## src/rtl/branch_resolve_unit.sv

```systemverilog
// Branch unit: resolves EX branches/jumps, predicts fetch direction from a saturating-counter table.
// Latency: prediction is combinational (0 cycles); redirect/link/statistic outputs register 1 cycle after EX.
// Backpressure: none; upstream holds i_ex_valid low while EX is stalled, and each resolution is independent.
// Ports: i_clk/i_rst_n (async active-low); i_fetch_pc -> o_pred_taken (lookup);
//        i_ex_* (EX instruction, operands, offset, jump index, carried prediction);
//        o_redirect/o_redirect_pc (front-end flush), o_link_we/o_link_data (r31 write), o_mispredict_cnt.
module branch_resolve_unit #(
  parameter int XLEN        = 32,
  parameter int BHT_ENTRIES = 64,
  parameter int CNT_BITS    = 2,
  parameter int STAT_BITS   = 16
) (
  input  logic                 i_clk,
  input  logic                 i_rst_n,
  input  logic [XLEN-1:0]      i_fetch_pc,
  output logic                 o_pred_taken,
  input  logic                 i_ex_valid,
  input  logic [XLEN-1:0]      i_ex_pc,
  input  logic [2:0]           i_ex_brop,
  input  logic [XLEN-1:0]      i_ex_a,
  input  logic [XLEN-1:0]      i_ex_b,
  input  logic [15:0]          i_ex_offset,
  input  logic [25:0]          i_ex_target,
  input  logic                 i_ex_pred_taken,
  output logic                 o_redirect,
  output logic [XLEN-1:0]      o_redirect_pc,
  output logic                 o_link_we,
  output logic [XLEN-1:0]      o_link_data,
  output logic [STAT_BITS-1:0] o_mispredict_cnt
);

  localparam int IDX = $clog2(BHT_ENTRIES);
  // Weakly not-taken: MSB clear, all lower bits set.
  localparam logic [CNT_BITS-1:0] CNT_INIT = CNT_BITS'((2 ** (CNT_BITS - 1)) - 1);
  localparam logic [CNT_BITS-1:0] CNT_MAX  = '1;
  localparam logic [CNT_BITS-1:0] CNT_MIN  = '0;

  localparam logic [2:0] OP_NONE = 3'b000;
  localparam logic [2:0] OP_BNE  = 3'b001;
  localparam logic [2:0] OP_J    = 3'b010;
  localparam logic [2:0] OP_JR   = 3'b011;
  localparam logic [2:0] OP_BEQ  = 3'b100;
  localparam logic [2:0] OP_BLEZ = 3'b101;
  localparam logic [2:0] OP_BGTZ = 3'b110;
  localparam logic [2:0] OP_JAL  = 3'b111;

  logic [CNT_BITS-1:0] bht [BHT_ENTRIES];

  logic [IDX-1:0]      fetch_idx;
  logic [IDX-1:0]      ex_idx;
  logic [XLEN-1:0]     pc4;
  logic [XLEN-1:0]     off_ext;
  logic [XLEN-1:0]     btgt;
  logic [XLEN-1:0]     jtgt;
  logic                a_zero;
  logic                a_neg;
  logic                is_cond;
  logic                taken;
  logic                mispredict;
  logic [CNT_BITS-1:0] cnt_cur;
  logic [CNT_BITS-1:0] cnt_nxt;

  // Fetch PC bits outside the index field carry no information for an untagged table.
  logic unused_fetch_bits;
  assign unused_fetch_bits = ^{i_fetch_pc[XLEN-1:IDX+2], i_fetch_pc[1:0]};

  assign fetch_idx    = i_fetch_pc[IDX+1:2];
  assign ex_idx       = i_ex_pc[IDX+1:2];
  assign o_pred_taken = bht[fetch_idx][CNT_BITS-1];

  assign pc4     = i_ex_pc + XLEN'(4);
  assign off_ext = {{(XLEN-18){i_ex_offset[15]}}, i_ex_offset, 2'b00};
  assign btgt    = pc4 + off_ext;
  assign jtgt    = {pc4[XLEN-1:28], i_ex_target, 2'b00};
  assign a_zero  = (i_ex_a == '0);
  assign a_neg   = i_ex_a[XLEN-1];

  always_comb begin
    is_cond = 1'b0;
    taken   = 1'b0;
    case (i_ex_brop)
      OP_BEQ:  begin is_cond = 1'b1; taken = (i_ex_a == i_ex_b);  end
      OP_BNE:  begin is_cond = 1'b1; taken = (i_ex_a != i_ex_b);  end
      OP_BLEZ: begin is_cond = 1'b1; taken = a_neg | a_zero;      end
      OP_BGTZ: begin is_cond = 1'b1; taken = ~a_neg & ~a_zero;    end
      default: begin is_cond = 1'b0; taken = 1'b0;                end
    endcase
  end

  assign mispredict = is_cond && (taken != i_ex_pred_taken);

  // Saturating step of the counter owned by the EX instruction.
  always_comb begin
    cnt_cur = bht[ex_idx];
    cnt_nxt = cnt_cur;
    if (taken) begin
      if (cnt_cur != CNT_MAX) cnt_nxt = cnt_cur + CNT_BITS'(1);
    end else begin
      if (cnt_cur != CNT_MIN) cnt_nxt = cnt_cur - CNT_BITS'(1);
    end
  end

  // The write lands at the edge, so a same-cycle lookup sees the old value.
  always_ff @(posedge i_clk or negedge i_rst_n) begin
    if (!i_rst_n) begin
      for (int i = 0; i < BHT_ENTRIES; i++) bht[i] <= CNT_INIT;
    end else if (i_ex_valid && is_cond) begin
      bht[ex_idx] <= cnt_nxt;
    end
  end

  // Redirect and link-enable are pulses; PC and link data hold when nothing resolves.
  always_ff @(posedge i_clk or negedge i_rst_n) begin
    if (!i_rst_n) begin
      o_redirect       <= 1'b0;
      o_redirect_pc    <= '0;
      o_link_we        <= 1'b0;
      o_link_data      <= '0;
      o_mispredict_cnt <= '0;
    end else begin
      o_redirect <= 1'b0;
      o_link_we  <= 1'b0;
      if (i_ex_valid) begin
        case (i_ex_brop)
          OP_J: begin
            o_redirect    <= 1'b1;
            o_redirect_pc <= jtgt;
          end
          OP_JAL: begin
            o_redirect    <= 1'b1;
            o_redirect_pc <= jtgt;
            o_link_we     <= 1'b1;
            o_link_data   <= pc4;
          end
          OP_JR: begin
            o_redirect    <= 1'b1;
            o_redirect_pc <= {i_ex_a[XLEN-1:2], 2'b00};
          end
          OP_NONE: ;
          default: begin
            if (mispredict) begin
              o_redirect    <= 1'b1;
              o_redirect_pc <= taken ? btgt : pc4;
              if (o_mispredict_cnt != '1) o_mispredict_cnt <= o_mispredict_cnt + STAT_BITS'(1);
            end
          end
        endcase
      end
    end
  end

endmodule

```

## config.mk

```make
export PLATFORM = sky130hd
export DESIGN_NAME = branch_resolve_unit
export DESIGN_NICKNAME = d
export VERILOG_FILES = /design/src/rtl/branch_resolve_unit.sv
export SDC_FILE = /design/constraint.sdc
export NUM_CORES = 1
export LEC_CHECK = 0
export CAP_MARGIN = 20
export CORE_ASPECT_RATIO = 1.5
export CORE_MARGIN = 3
export CORE_UTILIZATION = 30
export CTS_BUF_LIST = sky130_fd_sc_hd__clkbuf_2
export CTS_CLUSTER_DIAMETER = 30
export DETAILED_ROUTE_END_ITERATION = 10
export PLACE_DENSITY = 0.52
export SYNTH_ARGS = -nofsm -noshare
export SYNTH_HDL_FRONTEND = slang
export SYNTH_SLANG_ARGS = --single-unit
```

## constraint.sdc

```tcl
create_clock -name i_clk -period 4.05 [get_ports i_clk]
set_input_delay 0.405 -clock i_clk [delete_from_list [all_inputs] [get_ports i_clk]]
set_output_delay 0.405 -clock i_clk [all_outputs]
set_load 0.005 [all_outputs]
```

==> impl_results.html, run 1 <==
<table>
<tr><th>Metric</th><th>Value</th></tr>
<tr><th colspan="2">Outcome</th></tr>
<tr><td>Status</td><td>finished, final reports clean</td></tr>
<tr><th colspan="2">Yosys</th></tr>
<tr><td>Number of synthesized flops with an enable pin</td><td>0</td></tr>
<tr><td>Synthesized instance count</td><td>1,355</td></tr>
<tr><td>Register bit count reported by yosys</td><td>210</td></tr>
<tr><td>Number of nets in the synthesized netlist</td><td>1,568</td></tr>
<tr><td>Yosys top cell area share</td><td>0.278</td></tr>
<tr><td>Cell area after synthesis</td><td>13,200 µm²</td></tr>
<tr><td>Synth top area cells</td><td>dfrtp_1, dfstp_2, mux2_2</td></tr>
<tr><td>Ys flop type</td><td>dfrtp_1</td></tr>
<tr><td>Library cell with the largest summed area after synthesis</td><td>dfrtp_1</td></tr>
<tr><td>Number of distinct library cells after synthesis</td><td>80</td></tr>
<tr><td>Async set-or-reset flop fraction in the synthesized netlist</td><td>1.00</td></tr>
<tr><td>Synthesized area per cell</td><td>9.71 µm²</td></tr>
<tr><td>Warning count from the yosys run</td><td>0</td></tr>
<tr><td>Seq/Total Area, Yosys</td><td>0.405</td></tr>
<tr><th colspan="2">Worst setup path</th></tr>
<tr><td>Startpoint of the lowest-slack register-to-register path</td><td>bht[57]</td></tr>
<tr><td>Crit path capture</td><td>o_pred_taken</td></tr>
<tr><td>Launch point of the critical path</td><td>bht[65]</td></tr>
<tr><td>Crit Path Class</td><td>flip-flop to output pin</td></tr>
<tr><td>R2R Path End</td><td>bht[26]</td></tr>
<tr><td>Worst reg2reg path depth</td><td>9</td></tr>
<tr><td>Startpoint class of the critical path</td><td>flip-flop</td></tr>
<tr><td>Data arrival time of the critical path</td><td>3330 ps</td></tr>
<tr><td>Data required, critical path</td><td>3640 ps</td></tr>
<tr><td>Type of destination of the critical path</td><td>output pin</td></tr>
<tr><td>Maximum fanout along the worst path</td><td>3</td></tr>
<tr><td>Setup slack of the most critical reg-to-reg path</td><td>1130 ps</td></tr>
<tr><th colspan="2">Global route</th></tr>
<tr><td>Global route total overflow</td><td>0</td></tr>
<tr><td>Antenna violations before repair</td><td>3</td></tr>
<tr><td>Wire length of the first global-routing pass</td><td>78,900 µm</td></tr>
<tr><td>Largest net degree at the start of global routing</td><td>92</td></tr>
<tr><td>Via count of the first global-routing pass</td><td>12,949</td></tr>
<tr><td>GRT Resource Usage Total</td><td>0.221</td></tr>
<tr><th colspan="2">Detailed routing</th></tr>
<tr><td>Routed via count</td><td>12,556</td></tr>
<tr><td>Wirelength, routed</td><td>52,800 µm</td></tr>
<tr><td>Antenna-violating nets left</td><td>0</td></tr>
<tr><td>Wire per inst</td><td>22.1 µm</td></tr>
<tr><td>Number of iterations in the first detailed-routing pass</td><td>5</td></tr>
<tr><td>Post-DR vias/cell</td><td>5.25</td></tr>
<tr><td>DR iter-0 viols</td><td>901</td></tr>
<tr><td>Remaining design rule violation count</td><td>0</td></tr>
<tr><th colspan="2">Floorplanning</th></tr>
<tr><td>Initial Util</td><td>0.305</td></tr>
<tr><td>Top-level I/O count</td><td>260</td></tr>
<tr><td>Vertical extent of the die</td><td>263 µm</td></tr>
<tr><td>DIE AREA</td><td>46,500 µm²</td></tr>
<tr><td>Core Footprint</td><td>43,200 µm²</td></tr>
<tr><td>Die outline width</td><td>177 µm</td></tr>
<tr><td>Placement Rows</td><td>93</td></tr>
<tr><th colspan="2">Cells and area</th></tr>
<tr><td>Share of layout cells above drive strength 1</td><td>0.279</td></tr>
<tr><td>Final cell count without fillers</td><td>2,393</td></tr>
<tr><td>Commonest cells after routing, fill and taps aside</td><td>clkdlybuf4s50_1, nand2_1, buf_4</td></tr>
<tr><td>Util after Layout</td><td>0.418</td></tr>
<tr><td>Commonest non-fill, non-tap cell in the layout</td><td>clkdlybuf4s50_1</td></tr>
<tr><td>Nets</td><td>1,988</td></tr>
<tr><td>Layout overhead on the synthesized area</td><td>37.2%</td></tr>
<tr><th colspan="2">Timing</th></tr>
<tr><td>Final clock skew</td><td>52.0 ps</td></tr>
<tr><td>Final-report max-slew violation count</td><td>0</td></tr>
<tr><td>Share of the clock period used by the worst path</td><td>0.921</td></tr>
<tr><td>Worst-case setup margin in the final layout</td><td>319 ps</td></tr>
<tr><td>Worst slew margin</td><td>0.426</td></tr>
<tr><td>Crit path time final</td><td>3730 ps</td></tr>
<tr><td>Worst Max-Slew Pin Slew</td><td>861 ps</td></tr>
<tr><td>Final-report setup violation count</td><td>0</td></tr>
<tr><td>Final-report hold violation count</td><td>0</td></tr>
<tr><td>RSZ-0062 raised after global routing</td><td>false</td></tr>
<tr><td>Maximum clock frequency</td><td>268 MHz</td></tr>
<tr><th colspan="2">Clocking</th></tr>
<tr><td>Clock latency on the worst-skew pair</td><td>920 ps</td></tr>
<tr><td>Max Buffers Root-to-Sink</td><td>3</td></tr>
<tr><td>Root buf cell</td><td>clkbuf_2</td></tr>
<tr><td>Clock tree from TritonCTS</td><td>done</td></tr>
<tr><td>H-Tree Depth</td><td>2</td></tr>
<tr><td>CTS sink count</td><td>210</td></tr>
<tr><td>Number of clock buffers inserted by TritonCTS</td><td>57</td></tr>
<tr><td>Clock slew at reported path FFs</td><td>110 ps</td></tr>
<tr><th colspan="2">Placed design</th></tr>
<tr><td>Count of buffers from port buffering</td><td>233</td></tr>
<tr><td>Placed insts</td><td>2,281</td></tr>
<tr><td>Final weighted congestion of routability-driven global placement</td><td>0.951</td></tr>
<tr><td>Placement Setup Slack</td><td>-564 ps</td></tr>
<tr><td>DPL Wire Length</td><td>41,200 µm</td></tr>
<tr><th colspan="2">Pwr</th></tr>
<tr><td>Max IR drop VDD</td><td>0.186 mV</td></tr>
<tr><td>Total power divided by cell area</td><td>344 nW/µm²</td></tr>
<tr><td>Leakage power total</td><td>0.00773 µW</td></tr>
<tr><td>Sum of internal, switching and leakage power</td><td>6200 µW</td></tr>
<tr><th colspan="2">Run</th></tr>
<tr><td>Max-cap violation count</td><td>0</td></tr>
<tr><th colspan="2">Min path</th></tr>
<tr><td>Hold Path Class</td><td>input pin to asynchronous set/reset pin</td></tr>
</table>
-- registers in the layout, summed over array words and instances, names as in the netlist --
register,cells
bht,128
o_link_data,32
o_redirect_pc,32
o_mispredict_cnt,16
o_link_we,1
o_redirect,1
-- logic make-up (layout without fill, tap and decap cells) --
logic type      count (synthesis)  count (layout)  share of synthesized area
simple gates                  444             444                      0.152
compound gates                317             317                      0.157
flops                         210             210                      0.405
mux                           140             140                      0.145
buf+inv                       106             572                     0.0373
xor+xnor                      100             100                     0.0666
fa+ha+maj                      38              38                     0.0366
other cells                     0               2                          0
-- worst max-delay path: stages, from the launching register on --
cell             delay (ps)
dfrtp_1                 430
mux4_2                  510
mux4_2                  520
mux4_2                  500
clkdlybuf4s50_1         480
-- timing repair --
action,4_1_cts,5_1_grt
gates resized for setup,0,0
hold buffers,5,0
buffers inserted,0,0
hold endpoints to repair,93,0
-- power breakdown --
group | internal, µW | leakage (µW) | switching [µW]
Combinational | 1060 | 0.00473 | 916
Sequential | 2430 | 0.00256 | 197
Clock | 665 | 0.000435 | 940
-- synth_stat cells, drive strengths merged (5+ instances only) --
master  number
dfrtp      146
nor3        11
mux2        93
ha          35
o211ai      12
dfstp       64
o21ai      104
clkbuf      42
or2          5
nand2      196
inv         27
nand3       36
xor2        57
nor4        17
and3        17
mux2i       16
xnor2       43
a22oi       10
a221oi      18
o21bai       5
a211oi       5
nor2       109
nand4       16
mux4        31
a21o         7
a21oi       80
a222oi      18
o21a         7
nor2b        7
buf         35
o221ai       6
-- per-stage QoR --
stage / setup TNS, ps / hold WS, ps / cell area (µm²)
global placement: -4600 / 460 / 17500
CTS: 0 / 10.2 / 18000
detailed placement: -5980 / 463 / 17500
finish: 0 / 91.3 / 18100
global route: 0 / 74.6 / 18100
floorplan: 0 / 109 / 13200
-- layout make-up --
| class | count | area [µm²] |
|---|---|---|
| clock buffer | 91 | 455 |
| tap | 570 | 713 |
| inverter | 29 | 109 |
| antenna | 2 | 5.00 |
| fill | 4290 | 25100 |
| clock inverter | 14 | 92.6 |
| timing repair buffer | 438 | 3990 |
| multi-input combinational | 1039 | 7360 |
| sequential | 210 | 5340 |
-- how the worst min path moves through the flow --
stage	from	end	slack [ps]	cells after the start
2_1_floorplan	i_rst_n	bht[101]	110	0
3_3_place_gp	o_link_data[28]	o_link_data[28]	460	2
3_5_place_dp	o_link_data[28]	o_link_data[28]	460	2
4_1_cts	i_ex_target[12]	o_redirect_pc[14]	10	3
5_1_grt	i_ex_target[12]	o_redirect_pc[14]	70	3
6_report	i_rst_n	bht[73]	90	2
-- routing by layer --
layer	up-vias	part of all wire	GRT usage
li1	5813	-	-
met1	6115	0.35	0.235
met2	494	0.53	0.408
met3	132	0.065	0.0439
met4	2	0.055	0.114
met5	-	0.00021	0
Note: power is estimated with default switching activity, not from simulation.
==> run 2: changes to the inputs <==
CORE_UTILIZATION = 54   (was 30)
PLACE_DENSITY = 0.84   (was 0.52)
SKIP_CTS_REPAIR_TIMING = 1   (was unset)
==> run 2 against run 1 <==
  * Sequential power is essentially flat
  * Wire length shrank 8.5%
  * Sequential cell count is the same
  * Critical path depth grew 14
  * Count of clock-buffer cells in the layout shrank 20
  * Critical path type is now input pin to flip-flop
  * Critical endpoint is now o_redirect_pc[30]
  * Largest cell class unchanged
==> impl_results.html, run 2 (synthesis results as in run 1) <==
<table>
<tr><th>Metric</th><th>Value</th></tr>
<tr><th colspan="2">Outcome</th></tr>
<tr><td>Status</td><td>finished, final reports clean</td></tr>
<tr><th colspan="2">Detailed routing</th></tr>
<tr><td>Antenna-violating nets left</td><td>0</td></tr>
<tr><td>Highest metal layer with signal wires</td><td>met5</td></tr>
<tr><td>Wire per inst</td><td>23.1 µm</td></tr>
<tr><td>Remaining design rule violation count</td><td>0</td></tr>
<tr><td>Wire length the detailed router placed on met1</td><td>15,500 µm</td></tr>
<tr><td>Post-DR vias/cell</td><td>6.16</td></tr>
<tr><td>Routed via count</td><td>12,908</td></tr>
<tr><td>Number of iterations in the first detailed-routing pass</td><td>6</td></tr>
<tr><td>Wirelength, routed</td><td>48,300 µm</td></tr>
<tr><td>Amount of wire on met2 after detailed routing</td><td>24,200 µm</td></tr>
<tr><td>Detailed-routed wire length on met3</td><td>4430 µm</td></tr>
<tr><td>DR iter-0 viols</td><td>1,317</td></tr>
<tr><th colspan="2">Timing</th></tr>
<tr><td>Post-Route Setup TNS</td><td>0 ps</td></tr>
<tr><td>Worst slew margin</td><td>0.362</td></tr>
<tr><td>RSZ-0062 raised after global routing</td><td>false</td></tr>
<tr><td>Share of the clock period used by the worst path</td><td>0.930</td></tr>
<tr><td>Final clock skew</td><td>40.9 ps</td></tr>
<tr><td>Final-report max-slew violation count</td><td>0</td></tr>
<tr><td>Final-report hold violation count</td><td>0</td></tr>
<tr><td>Maximum clock frequency</td><td>266 MHz</td></tr>
<tr><td>Final-report setup violation count</td><td>0</td></tr>
<tr><td>Crit path time final</td><td>3770 ps</td></tr>
<tr><td>Worst Max-Slew Pin Slew</td><td>957 ps</td></tr>
<tr><th colspan="2">Worst setup path</th></tr>
<tr><td>Setup slack of the most critical reg-to-reg path</td><td>1240 ps</td></tr>
<tr><td>Worst path slowest cell</td><td>o41ai_1</td></tr>
<tr><td>Type of destination of the critical path</td><td>flip-flop</td></tr>
<tr><td>Crit path capture</td><td>o_redirect_pc[30]</td></tr>
<tr><td>Launch point of the critical path</td><td>i_ex_pc[7]</td></tr>
<tr><td>R2R Path End</td><td>bht[76]</td></tr>
<tr><td>Startpoint of the lowest-slack register-to-register path</td><td>bht[1]</td></tr>
<tr><td>Startpoint class of the critical path</td><td>input pin</td></tr>
<tr><td>CP cell instances</td><td>clkdlybuf4s50_1 -&gt; and3_1 -&gt; nand3_1 -&gt; buf_4 -&gt; nor2_1 -&gt; nand3_1 -&gt; xnor2_1 -&gt; buf_4 -&gt; buf_4 -&gt; ha_1 -&gt; nand3_1 -&gt; a211o_1 -&gt; a211oi_1 -&gt; o21ai_0 -&gt; o41ai_1 -&gt; a21oi_1 -&gt; mux2i_1 -&gt; o31ai_1</td></tr>
<tr><td>Worst stage delay on the critical path</td><td>560 ps</td></tr>
<tr><td>Maximum fanout along the worst path</td><td>4</td></tr>
<tr><td>Worst reg2reg path depth</td><td>7</td></tr>
<tr><td>Data required, critical path</td><td>4840 ps</td></tr>
<tr><td>Data arrival time of the critical path</td><td>4550 ps</td></tr>
<tr><td>Crit Path Class</td><td>input pin to flip-flop</td></tr>
<tr><th colspan="2">Cells and area</th></tr>
<tr><td>Final cell count without fillers</td><td>2,095</td></tr>
<tr><td>Layout overhead on the synthesized area</td><td>32.2%</td></tr>
<tr><td>Number of inserted filler cells in the final layout</td><td>1,773</td></tr>
<tr><td>Seq. cell area</td><td>5340 µm²</td></tr>
<tr><td>Most flop-heavy register</td><td>bht</td></tr>
<tr><td>Area used by multi-input combinational logic</td><td>7360 µm²</td></tr>
<tr><td>Largest registers</td><td>bht x128, o_link_data x32, o_redirect_pc x32</td></tr>
<tr><td>Nets</td><td>1,946</td></tr>
<tr><td>Commonest cells after routing, fill and taps aside</td><td>clkdlybuf4s50_1, nand2_1, buf_4</td></tr>
<tr><td>Share of layout cells above drive strength 1</td><td>0.254</td></tr>
<tr><td>Commonest non-fill, non-tap cell in the layout</td><td>clkdlybuf4s50_1</td></tr>
<tr><td>Max FFs per register</td><td>128</td></tr>
<tr><th colspan="2">Min path</th></tr>
<tr><td>Hold Path Class</td><td>input pin to flip-flop</td></tr>
<tr><th colspan="2">Clocking</th></tr>
<tr><td>Number of clock buffers inserted by TritonCTS</td><td>51</td></tr>
<tr><td>Clock slew at reported path FFs</td><td>110 ps</td></tr>
<tr><td>CTS sink count</td><td>210</td></tr>
<tr><td>Clock latency on the worst-skew pair</td><td>910 ps</td></tr>
<tr><td>H-Tree Depth</td><td>2</td></tr>
<tr><td>Max Buffers Root-to-Sink</td><td>3</td></tr>
<tr><td>Clock tree from TritonCTS</td><td>done</td></tr>
<tr><td>Root buf cell</td><td>clkbuf_2</td></tr>
<tr><th colspan="2">Floorplanning</th></tr>
<tr><td>DIE AREA</td><td>26,300 µm²</td></tr>
<tr><td>Vertical extent of the die</td><td>197 µm</td></tr>
<tr><td>Placement Rows</td><td>69</td></tr>
<tr><td>Die outline width</td><td>133 µm</td></tr>
<tr><td>Core Footprint</td><td>23,800 µm²</td></tr>
<tr><td>Initial Util</td><td>0.552</td></tr>
<tr><td>Top-level I/O count</td><td>260</td></tr>
<tr><th colspan="2">Placed design</th></tr>
<tr><td>Final weighted congestion of routability-driven global placement</td><td>1.06</td></tr>
<tr><td>Count of buffers from port buffering</td><td>233</td></tr>
<tr><td>Placed insts</td><td>1,998</td></tr>
<tr><td>DPL Wire Length</td><td>37,100 µm</td></tr>
<tr><th colspan="2">Pwr</th></tr>
<tr><td>Leakage power total</td><td>0.00749 µW</td></tr>
<tr><td>Clk pwr share</td><td>0.259</td></tr>
<tr><td>Net switching power</td><td>2010 µW</td></tr>
<tr><td>Power Internal</td><td>4110 µW</td></tr>
<tr><td>Sequential fraction of design power</td><td>0.429</td></tr>
<tr><td>Max IR drop VDD</td><td>0.261 mV</td></tr>
<tr><td>Combinational cell fraction of total power</td><td>0.312</td></tr>
<tr><td>Total power divided by cell area</td><td>351 nW/µm²</td></tr>
<tr><td>Switching share of power</td><td>0.328</td></tr>
<tr><th colspan="2">Global route</th></tr>
<tr><td>GRT Resource Usage Total</td><td>0.363</td></tr>
<tr><td>Largest net degree at the start of global routing</td><td>115</td></tr>
<tr><td>Wire length of the first global-routing pass</td><td>73,800 µm</td></tr>
<tr><td>Antenna violations before repair</td><td>2</td></tr>
<tr><td>Via count of the first global-routing pass</td><td>13,285</td></tr>
<tr><td>Global route total overflow</td><td>0</td></tr>
<tr><th colspan="2">Run</th></tr>
<tr><td>Max-cap violation count</td><td>0</td></tr>
</table>
-- run 2: cell count changes in the layout (fill, tap and decap cells not counted), sizes merged --
cell	previous run	this run
bufinv	1	3
buf	203	171
dlygate4sd3	5	1
clkbuf	92	72
inv	29	28
clkinv	13	22
diode	2	1
-- run 2: metrics by stage --
step | util | total power (µW) | setup WS (ps) | instance area, µm² | hold WS, ps
after floorplan | - | 3480 | 51.4 | 13200 | 109
after global placement | 0.708 | 4480 | -455 | 16900 | 458
after detailed placement | 0.708 | 4540 | -517 | 16900 | 463
after CTS | 0.730 | 6130 | 265 | 17400 | -408
after global routing | 0.730 | 6410 | 45.8 | 17400 | 21.0
final | 0.730 | 6120 | 284 | 17400 | 28.8
-- run 2: metal layers --
| layer | up-vias | global-route usage |
|---|---|---|
| met5 | - | 0 |
| met4 | 2 | 0.262 |
| met3 | 243 | 0.100 |
| met2 | 759 | 0.643 |
| met1 | 6165 | 0.363 |
| li1 | 5739 | - |
-- run 2: layout make-up --
cell class,count,share of cell area
Antenna cell,1,0.000144
Clock buffer,71,0.0204
Clock inverter,24,0.0101
Inverter,29,0.00626
Multi-Input combinational cell,1039,0.423
Sequential cell,210,0.307
Tap cell,319,0.0229
Timing Repair Buffer,402,0.211
-- run 2: critical path: cells and delay by family --
family,cells,cell delay (ps)
XOR/XNOR,1,130
buffers and inverters,4,970
AO/OA/AOI/OAI,6,1840
AND/OR/NAND/NOR,5,730
multiplexers,1,140
adder cells (fa/ha/maj),1,340
-- run 2: how the worst min path moves through the flow --
| stage | from | endpoint | slack [ps] | cells past startpoint |
|---|---|---|---|---|
| 6_report | i_ex_pc[2] | o_link_data[3] | 30 | 4 |
| 5_1_grt | i_ex_pc[2] | o_link_data[3] | 20 | 4 |
| 4_1_cts | i_rst_n | o_redirect_pc[6] | -410 | 1 |
| 3_5_place_dp | o_link_data[5] | o_link_data[5] | 460 | 2 |
| 3_3_place_gp | o_link_data[18] | o_link_data[18] | 460 | 2 |
| 2_1_floorplan | i_rst_n | bht[101] | 110 | 0 |
-- run 2: power groups by stage --
stage / clock [µW] / combinational (µW) / sequential, µW
after floorplan: 0 / 863 / 2620
after global placement: 0 / 1830 / 2640
after detailed placement: 0 / 1880 / 2660
after CTS: 1620 / 1890 / 2620
after global routing: 1720 / 2030 / 2660
final: 1580 / 1910 / 2620
